[src/rtl/counter_load_ctrl.sv]
// Load sequencer for a 4-bit async-load up counter: queues reload requests, issues one-cycle load pulses.
// Latency: request accepted at edge N -> load_value at N+1, load high N+2..N+3, result checked at N+4.
// Backpressure: req_ready drops while the FIFO is full; one load is issued per 4 cycles.
//
// Ports:
//   clk, rst_n            clock shared with the counter, async active-low reset
//   req_valid/req_value   reload request handshake in, req_ready out
//   count_in              counter output fed back for wrap detection and load checking
//   load, load_value      registered drive for the counter's load and Input pins
//   fifo_level, busy      queued entries, FSM-not-idle status
//   wrap_seen, load_err   15->0 wrap pulse, sticky load-check failure

// Generic single-clock FIFO; head is presented combinationally on pop_dat.
module sync_fifo #(
  parameter int DEPTH = 4,
  parameter int W     = 4
) (
  input  logic                   clk,
  input  logic                   rst_n,
  input  logic                   push,
  input  logic [W-1:0]           push_dat,
  input  logic                   pop,
  output logic [W-1:0]           pop_dat,
  output logic [$clog2(DEPTH):0] level,
  output logic                   full,
  output logic                   empty
);
  localparam int AW = $clog2(DEPTH);

  logic [W-1:0]  mem [DEPTH];
  logic [AW-1:0] wr_ptr;
  logic [AW-1:0] rd_ptr;

  assign full    = (level == (AW+1)'(DEPTH));
  assign empty   = (level == '0);
  assign pop_dat = mem[rd_ptr];

  // DEPTH is a power of 2, so the pointers wrap by plain overflow.
  always_ff @(posedge clk or negedge rst_n) begin
    if (!rst_n) begin
      wr_ptr <= '0;
      rd_ptr <= '0;
      level  <= '0;
    end else begin
      if (push) wr_ptr <= wr_ptr + 1'b1;
      if (pop)  rd_ptr <= rd_ptr + 1'b1;
      if (push && !pop)      level <= level + 1'b1;
      else if (pop && !push) level <= level - 1'b1;
    end
  end

  always_ff @(posedge clk) begin
    if (push) mem[wr_ptr] <= push_dat;
  end
endmodule

module counter_load_ctrl #(
  parameter int DEPTH       = 4,
  parameter int AUTO_RELOAD = 1
) (
  input  logic                   clk,
  input  logic                   rst_n,
  input  logic                   req_valid,
  input  logic [3:0]             req_value,
  output logic                   req_ready,
  input  logic [3:0]             count_in,
  output logic                   load,
  output logic [3:0]             load_value,
  output logic [$clog2(DEPTH):0] fifo_level,
  output logic                   busy,
  output logic                   wrap_seen,
  output logic                   load_err
);
  typedef enum logic [1:0] {IDLE, SETUP, PULSE, HOLD} state_t;

  state_t     state_q, state_d;
  logic       load_d;
  logic [3:0] load_value_d;
  logic [3:0] last_value, last_value_d;
  logic       load_err_d;
  logic [3:0] prev_count;
  logic       wrap_now;
  logic       fifo_push;
  logic       fifo_pop;
  logic       fifo_full;
  logic       fifo_empty;
  logic [3:0] fifo_head;

  assign req_ready = !fifo_full;
  assign fifo_push = req_valid && req_ready;
  // Queued requests win over auto-reload: popping is decided before the wrap path.
  assign fifo_pop  = (state_q == IDLE) && !fifo_empty;
  assign wrap_now  = (prev_count == 4'hF) && (count_in == 4'h0);
  assign busy      = (state_q != IDLE);

  sync_fifo #(.DEPTH(DEPTH), .W(4)) u_fifo (
    .clk      (clk),
    .rst_n    (rst_n),
    .push     (fifo_push),
    .push_dat (req_value),
    .pop      (fifo_pop),
    .pop_dat  (fifo_head),
    .level    (fifo_level),
    .full     (fifo_full),
    .empty    (fifo_empty)
  );

  always_comb begin
    state_d      = state_q;
    load_d       = 1'b0;
    load_value_d = load_value;
    last_value_d = last_value;
    load_err_d   = load_err;
    unique case (state_q)
      IDLE: begin
        if (fifo_pop) begin
          load_value_d = fifo_head;
          last_value_d = fifo_head;
          state_d      = SETUP;
        end else if ((AUTO_RELOAD != 0) && wrap_now) begin
          load_value_d = last_value;
          state_d      = SETUP;
        end
      end
      // load_value has now been stable a full cycle before load rises.
      SETUP: begin
        load_d  = 1'b1;
        state_d = PULSE;
      end
      PULSE: state_d = HOLD;
      // load was still high at the previous edge, so the counter must show load_value here.
      HOLD: begin
        if (count_in != load_value) load_err_d = 1'b1;
        state_d = IDLE;
      end
      default: state_d = IDLE;
    endcase
  end

  // Reset lands in SETUP so the first edge after release loads 0 into the counter.
  always_ff @(posedge clk or negedge rst_n) begin
    if (!rst_n) begin
      state_q    <= SETUP;
      load       <= 1'b0;
      load_value <= 4'h0;
      last_value <= 4'h0;
      prev_count <= 4'h0;
      wrap_seen  <= 1'b0;
      load_err   <= 1'b0;
    end else begin
      state_q    <= state_d;
      load       <= load_d;
      load_value <= load_value_d;
      last_value <= last_value_d;
      prev_count <= count_in;
      wrap_seen  <= wrap_now;
      load_err   <= load_err_d;
    end
  end
endmodule

[config.mk]
export PLATFORM = sky130hd
export DESIGN_NAME = counter_load_ctrl
export DESIGN_NICKNAME = d
export VERILOG_FILES = /design/src/rtl/counter_load_ctrl.sv
export SDC_FILE = /design/constraint.sdc
export NUM_CORES = 1
export LEC_CHECK = 0
export ABC_AREA = 0
export BUFFER_PORTS_ARGS = -buffer_cell sky130_fd_sc_hd__buf_2
export CORE_MARGIN = 4
export CORE_UTILIZATION = 56
export CTS_CLUSTER_DIAMETER = 200
export DETAILED_ROUTE_END_ITERATION = 16
export GPL_TIMING_DRIVEN = 1
export PLACE_DENSITY_LB_ADDON = 0.05
export SYNTH_ARGS = -nofsm -noshare
export SYNTH_HDL_FRONTEND = slang
export SYNTH_HIERARCHICAL = 1
export SYNTH_SLANG_ARGS = --single-unit
[constraint.sdc]
create_clock -name clk -period 2.7 [get_ports clk]
set_input_delay 0.54 -clock clk [delete_from_list [all_inputs] [get_ports clk]]
set_output_delay 0.54 -clock clk [all_outputs]
set_load 0.02 [all_outputs]
Yosys cells after proc, flatten, opt, wreduce, memory -nomap -nowiden
Memory sizes are Yosys's and may differ from the RTL's.
Cells that the tools add are included.
W data, S select, Z words.
{"block": "word_totals", "register_bits": 24, "wordCells": 50, "out_inout_bits": 12, "ramBits": 16, "memories": 1}
{"block": "classes", "n_addsub": 4, "n_eq_ne": 7, "mux": 10, "n_reduce_logical": 18}
{"memory": "u_fifo.mem", "words": 4, "word_bits": 4, "rd": 1, "rd_clocked_by_memory_dff": 0, "write_ports": 1, "line_no": "30", "rtl": "logic [W-1:0] mem [DEPTH];"}
{"operator": "$mux W4", "count": 2}
{"operator": "$pmux W2 S4", "count": 1}
{"operator": "$mux W3", "count": 2}
{"operator": "$reduce_and A2 Y1", "count": 3}
{"operator": "$reduce_bool A2 Y1", "count": 3}
{"operator": "$logic_and A1 B1 Y1", "count": 5}
{"operator": "$add A2 B1 Y2 const B", "count": 2}
{"operator": "$eq A2 B2 Y1 const B", "count": 2}
{"operator": "$eq A4 B4 Y1 const B", "count": 1}
{"operator": "$logic_not A1 Y1", "count": 4}
{"operator": "$logic_not A4 Y1", "count": 1}
{"operator": "$mux W2", "count": 2}
{"operator": "$ne A4 B4 Y1", "count": 1}
{"operator": "$add A3 B1 Y3 const B", "count": 1}
{"operator": "$eq A3 B3 Y1 const B", "count": 1}
{"operator": "$logic_not A3 Y1", "count": 1}
{"operator": "$mux W1", "count": 3}
{"operator": "$ne A3 B2 Y1 const B", "count": 1}
{"operator": "$sub A3 B1 Y3 const B", "count": 1}
{"operator": "$eq A2 B1 Y1 const B", "count": 1}
{"operator": "$logic_not A2 Y1", "count": 1}

Longest topological paths before layout
{"block": "logic_depth", "word_depth": 7, "mapped_depth": 11}

Cells and area by module
Netlist, hierarchy kept.
{"module": "sync_fifo", "area_per_inst_um2": 972.2, "seq_area_each_um2": 655.6, "cells_each": 55, "n_inst": 1}
{"module": "counter_load_ctrl", "area_per_inst_um2": 755.7, "seq_area_each_um2": 426.7, "cells_each": 52, "n_inst": 1}

Worst setup path after synthesis
No wires, ideal clock.
{"block": "synth_path", "path_type": "reg2reg", "from": "register state_q[0]", "to": "register u_fifo.level[2]", "required_ps": 2620, "slack_ps": 527, "setup_time_ps": 80, "path_stages_with_launch": 12, "arrival_time_ps": 2094, "path_cell_list": "dfstp_2 > inv_1 > ha_1 > nand2_1 > inv_1 > inv_1 > ha_1 > inv_1 > fa_1 > xor2_1 > nor2_1 > xor2_1"}
{"block": "synth_via", "elab_chain_cells": 5, "word_cells_on_any_way": 7}
{"element": "start, declared", "line_no": "76", "rtl": "state_t state_q, state_d;"}
{"element": "start signal, assigned", "line_no": "151", "rtl": "state_q <= state_d;"}
{"element": "$logic_not A2 Y1 *", "line_no": "92", "rtl": "assign fifo_pop = (state_q == IDLE) && !fifo_empty;"}
{"element": "$logic_and A1 B1 Y1 *", "line_no": "92"}
{"element": "net fifo_pop", "line_no": "84", "rtl": "logic fifo_pop;"}
{"element": "$logic_not A1 Y1", "line_no": "47", "rtl": "if (push && !pop) level <= level + 1'b1;"}
{"element": "$logic_and A1 B1 Y1", "line_no": "47"}
{"element": "$mux W3 or $reduce_bool A2 Y1 (tied branches)"}
{"element": "end signal, assigned", "line_no": "47"}
{"element": "end signal, assigned", "line_no": "48", "rtl": "else if (pop && !push) level <= level - 1'b1;"}
{"element": "end, declared", "line_no": "24", "rtl": "output logic [$clog2(DEPTH):0] level,"}
Mark *: on every way through the listed nets, which the timed path passes. The rest lies on a longest branch.
A chain may end at the register's enable or synchronous reset.

Worst setup path after layout
Ends and elaborated chain as after synthesis.

==> results list <==
- The run finished with clean final reports.
- Area growth from synthesis to layout: 13.0%
* Fraction of layout cells with a size suffix above 1: 35.8%
* Number of buffers added on ports: 22
- The critical path is of the register to register type.
- The worst path uses 88.1% of the clock period.
- Total overflow reported by the global router: 0
- Sequential cell fraction of total power: 44.0%
- Post-CTS Setup Repair Bufs: 0
* Type of origin of the critical path: register
* CORE AREA: between 2000 and 3000 sq um
- Placed Cells: 160
- Dividing the synthesized area by the synthesized cell count gives 16.1 sq um.
- Post-CTS Hold Fix Bufs: 0
- Clock-pin slew was measured on the worst setup and hold paths at 0.12 ns.
- In this run, post-CTS repair resized a total of 0 instances.
* Setup Skew: just under 0.005 ns
- After synthesis, the netlist uses 28 different library cells.
- The final layout contains around 160 nets.
* Fin Setup TNS: 0 ns
* DR WL/cell: 14.7 um
- Flop and latch count out of synthesis: 40
* Number of instances in the synthesized netlist: 107
- Maximum number of pins on one net before global-route repair: 25
* Post-Synthesis Net Count: 129
* Leakage power: 0.842 nW
- Final count of pins violating max slew: 0
- Measured along the y axis, the die boundary spans 63.5 um.
- The floorplan step defined a die boundary enclosing 4040 sq um.
- Number of global-route vias before repair: between 900 and 1,000
* Most used cell, CP: sky130_fd_sc_hd__inv_1
- Combined area of all synthesized cells: 1730 sq um
* Internal portion of total power: between 0.001 and 0.0015 W
- Placement row count: 19
* Proportion of power drawn by the clock network: 17.2%
- TritonCTS Sinks: 40
- Worst-skew pair later-pin latency: between 0.3 and 0.4 ns
- Setup repair after global routing left no endpoint under its margin.
* Routed via count divided by cell count: 5.35
- Synth Flop Type: sky130_fd_sc_hd__dfrtp_1
* Crit-path leading delay family: adder cells
- Combinational Power Share: 38.9%
- Cell Count, Final, Fillers Out: 168
- The HPWL after detailed placement is 1860 um.
- The worst pin sits at a relative slew slack of about 66%.
- After layout, the worst setup slack is around 0.32 ns.
- The initial antenna violation count came to 0.
- Post-Place Worst Slack: 0.328 ns
* # diodes: 0
- Global-route wire length before repair: 4350 um
- DRC violations left: 0
* Endpoint kind of the worst setup timing path: register
- Setup violations remaining at the end of the flow were counted as 0.
- At the worst endpoint, the required time is 2.98 ns.
- IR analysis of the VDD net gives a maximum drop of between 600 and 700 uV.
* Crit Path Max Fanout: 5
* Final count of hold timing violations: 0
- Root buffer selected by CTS: sky130_fd_sc_hd__clkbuf_4
- Max-cap violations in this run came to 0.
- Actual slew at the worst max-slew pin: 0.510 ns
* Number of buffers added by the clock tree synthesis step: 5
- In this run the number of cells on the critical path is 11.
* Final GP Congestion: about 0.73
* PD cells: ~1200 nW/um^2
* Worst path slowest cell: sky130_fd_sc_hd__dfstp_2
- Based on the critical path, the design can be clocked at up to 0.421 GHz.
- TritonCTS built the clock tree.
- Total vias in the final route: 899
- Bufs and invs on worst path: 4
- Final wirelength: 2470 um
* Arrival time worst endpoint: 2.65 ns
- Count of warnings emitted by yosys: 6
* DIE WIDTH: 63.5 um
- The longest clock path from root to sink contains 2 buffers.
- Initial standard-cell utilization of the core: 60.6%
- Worst-path cell chain: inv_1 > ha_1 > nand2_1 > inv_1 > inv_1 > ha_1 > inv_1 > fa_1 > xor2_1 > nor2_1 > xor2_1
- Total number of H-tree levels: 2
- Reg2reg setup slack: 0.32 ns
- Type of the worst min-delay path: input port to asynchronous set/reset pin
- For the worst flop-to-flop path, the logic depth is 11.
* Net switching power of the design: between 0.0007 and 0.0008 W
* Violation count after the first detailed-route iteration: 18
- Across every metal layer, demand over resource in global routing totals 14.5%.
- Ys async rst share: 60.0%
* Proportion of synthesized chip area in sequential cells: a little over three fifths
- Yosys mapped a number of flops with a built-in enable equal to 16.
* Post-route antenna net violation count: 0
- Final standard cell utilization of the core: 68.5%
- In this design, the stage delay of the slowest critical-path cell is ~0.56 ns.
- First-pass DRT Iterations: 4
- Switching Fraction: 34.4%
* Min Clock Period, post-route: ~2.4 ns
- 23 I/O pins were placed.
## kinds of logic (layout without fill, tap and decap cells)
group,after synthesis,in the layout,synth area share [%]
XOR/XNOR,10,10,5.07
flip-flops,40,40,62.6
multiplexers,15,15,13.2
AO/OA/AOI/OAI,3,3,1.67
adder cells (fa/ha/maj),11,11,8.40
buffers and inverters,11,41,2.82
AND/OR/NAND/NOR,17,17,6.23
## sequential cells by signal (all words and copies together), names as in the netlist
name,cells
load_value,4
u_fifo/rd_ptr,2
state_q,2
prev_count,4
load,1
u_fifo/mem,16
u_fifo/wr_ptr,2
last_value,4
load_err,1
u_fifo/level,3
wrap_seen,1
## power by group through the flow
stage,clock [W],combinational (W),sequential [W]
after floorplan,0,0.000639,0.00104
after global placement,0,0.000856,0.00100
after detailed placement,0,0.000891,0.00101
after CTS,0.000400,0.000895,0.000997
after global routing,0.000432,0.000970,0.00102
final,0.000386,0.000874,0.000990
## layer usage
layer | track usage [%] | vias to the layer above | part of all wire, %
li1 | - | 424 | -
met2 | 23.6 | 24 | 48
met5 | 0 | - | 0
met4 | 7.28 | 0 | 2.3
met1 | 16.5 | 444 | 43
met3 | 5.51 | 7 | 6.4
## stage by stage
step | hold WS (ns) | area (sq um) | total power, W
after floorplan | 0.244 | 1730 | 0.00168
after global placement | 0.433 | 1870 | 0.00186
after detailed placement | 0.448 | 1870 | 0.00190
after CTS | 0.148 | 1950 | 0.00229
after global routing | 0.162 | 1950 | 0.00243
final | 0.146 | 1950 | 0.00225
## final cells by class
type                       count  area (sq um)
clock buffer                   5          37.5
clock inverter                 3          42.5
fill                         222           900
inverter                      10          37.5
multi-input combinational     56           597
sequential                    40          1080
tap                           31          38.8
timing repair buffer          23           118
## cells in the mapped netlist, types with 2 or more instances
master,n,share of area [%]
sky130_fd_sc_hd__mux2_2,5,3.3
sky130_fd_sc_hd__nor2_1,2,0.43
sky130_fd_sc_hd__ha_1,10,7.2
sky130_fd_sc_hd__xor2_1,4,2.0
sky130_fd_sc_hd__and2_1,4,1.4
sky130_fd_sc_hd__xnor2_1,6,3.0
sky130_fd_sc_hd__inv_1,9,2.0
sky130_fd_sc_hd__mux2_4,4,3.5
sky130_fd_sc_hd__dfrtp_1,23,33
sky130_fd_sc_hd__nand2_1,3,0.65
sky130_fd_sc_hd__mux4_2,4,5.2
sky130_fd_sc_hd__nand4_1,2,0.72
sky130_fd_sc_hd__edfxtp_1,16,28
## path summary, 6_finish.rpt
path / to / from
setup reg to reg: u_fifo/level[2] / state_q[0]
hold reg to reg: load_err / load_err
min in group clk: prev_count[2] / count_in[2]
hold / removal: prev_count[2] / rst_n
setup / recovery: u_fifo/level[2] / state_q[0]
max in group asynchronous: state_q[0] / rst_n
## worst reg2reg max path, cell delays in order, from the launching register on
cell and delay [ns]:
sky130_fd_sc_hd__dfstp_2 0.56, sky130_fd_sc_hd__inv_1 0.08, sky130_fd_sc_hd__ha_1 0.27, sky130_fd_sc_hd__nand2_1 0.20, sky130_fd_sc_hd__inv_1 0.11, sky130_fd_sc_hd__inv_1 0.06
sky130_fd_sc_hd__ha_1 0.18, sky130_fd_sc_hd__inv_1 0.06, sky130_fd_sc_hd__fa_1 0.37, sky130_fd_sc_hd__xor2_1 0.15, sky130_fd_sc_hd__nor2_1 0.12, sky130_fd_sc_hd__xor2_1 0.15
## cell usage in the layout (no fill, tap or decap)
cell type	instances
sky130_fd_sc_hd__a21o_1	1
sky130_fd_sc_hd__dfstp_2	1
sky130_fd_sc_hd__buf_2	22
sky130_fd_sc_hd__clkinv_4	1
sky130_fd_sc_hd__nor3b_1	1
sky130_fd_sc_hd__mux4_2	4
sky130_fd_sc_hd__mux2i_1	1
sky130_fd_sc_hd__or4_4	1
sky130_fd_sc_hd__clkbuf_4	5
sky130_fd_sc_hd__fa_1	1
sky130_fd_sc_hd__dfrtp_1	23
sky130_fd_sc_hd__o21ai_0	1
sky130_fd_sc_hd__bufinv_16	1
sky130_fd_sc_hd__edfxtp_1	16
sky130_fd_sc_hd__o21ai_4	1
sky130_fd_sc_hd__nand2_1	3
sky130_fd_sc_hd__inv_1	9
sky130_fd_sc_hd__mux2_4	4
sky130_fd_sc_hd__nor2b_1	1
sky130_fd_sc_hd__buf_4	1
sky130_fd_sc_hd__nand4_1	2
sky130_fd_sc_hd__xor2_1	4
sky130_fd_sc_hd__clkinv_1	1
sky130_fd_sc_hd__mux2_2	5
sky130_fd_sc_hd__mux2_1	1
sky130_fd_sc_hd__xnor2_1	6
sky130_fd_sc_hd__nor2_1	2
sky130_fd_sc_hd__nor2_4	1
sky130_fd_sc_hd__inv_2	1
sky130_fd_sc_hd__and2_1	4
sky130_fd_sc_hd__nor3_1	1
sky130_fd_sc_hd__ha_1	10
sky130_fd_sc_hd__nor3_2	1
(Power assumes the default switching activity.)
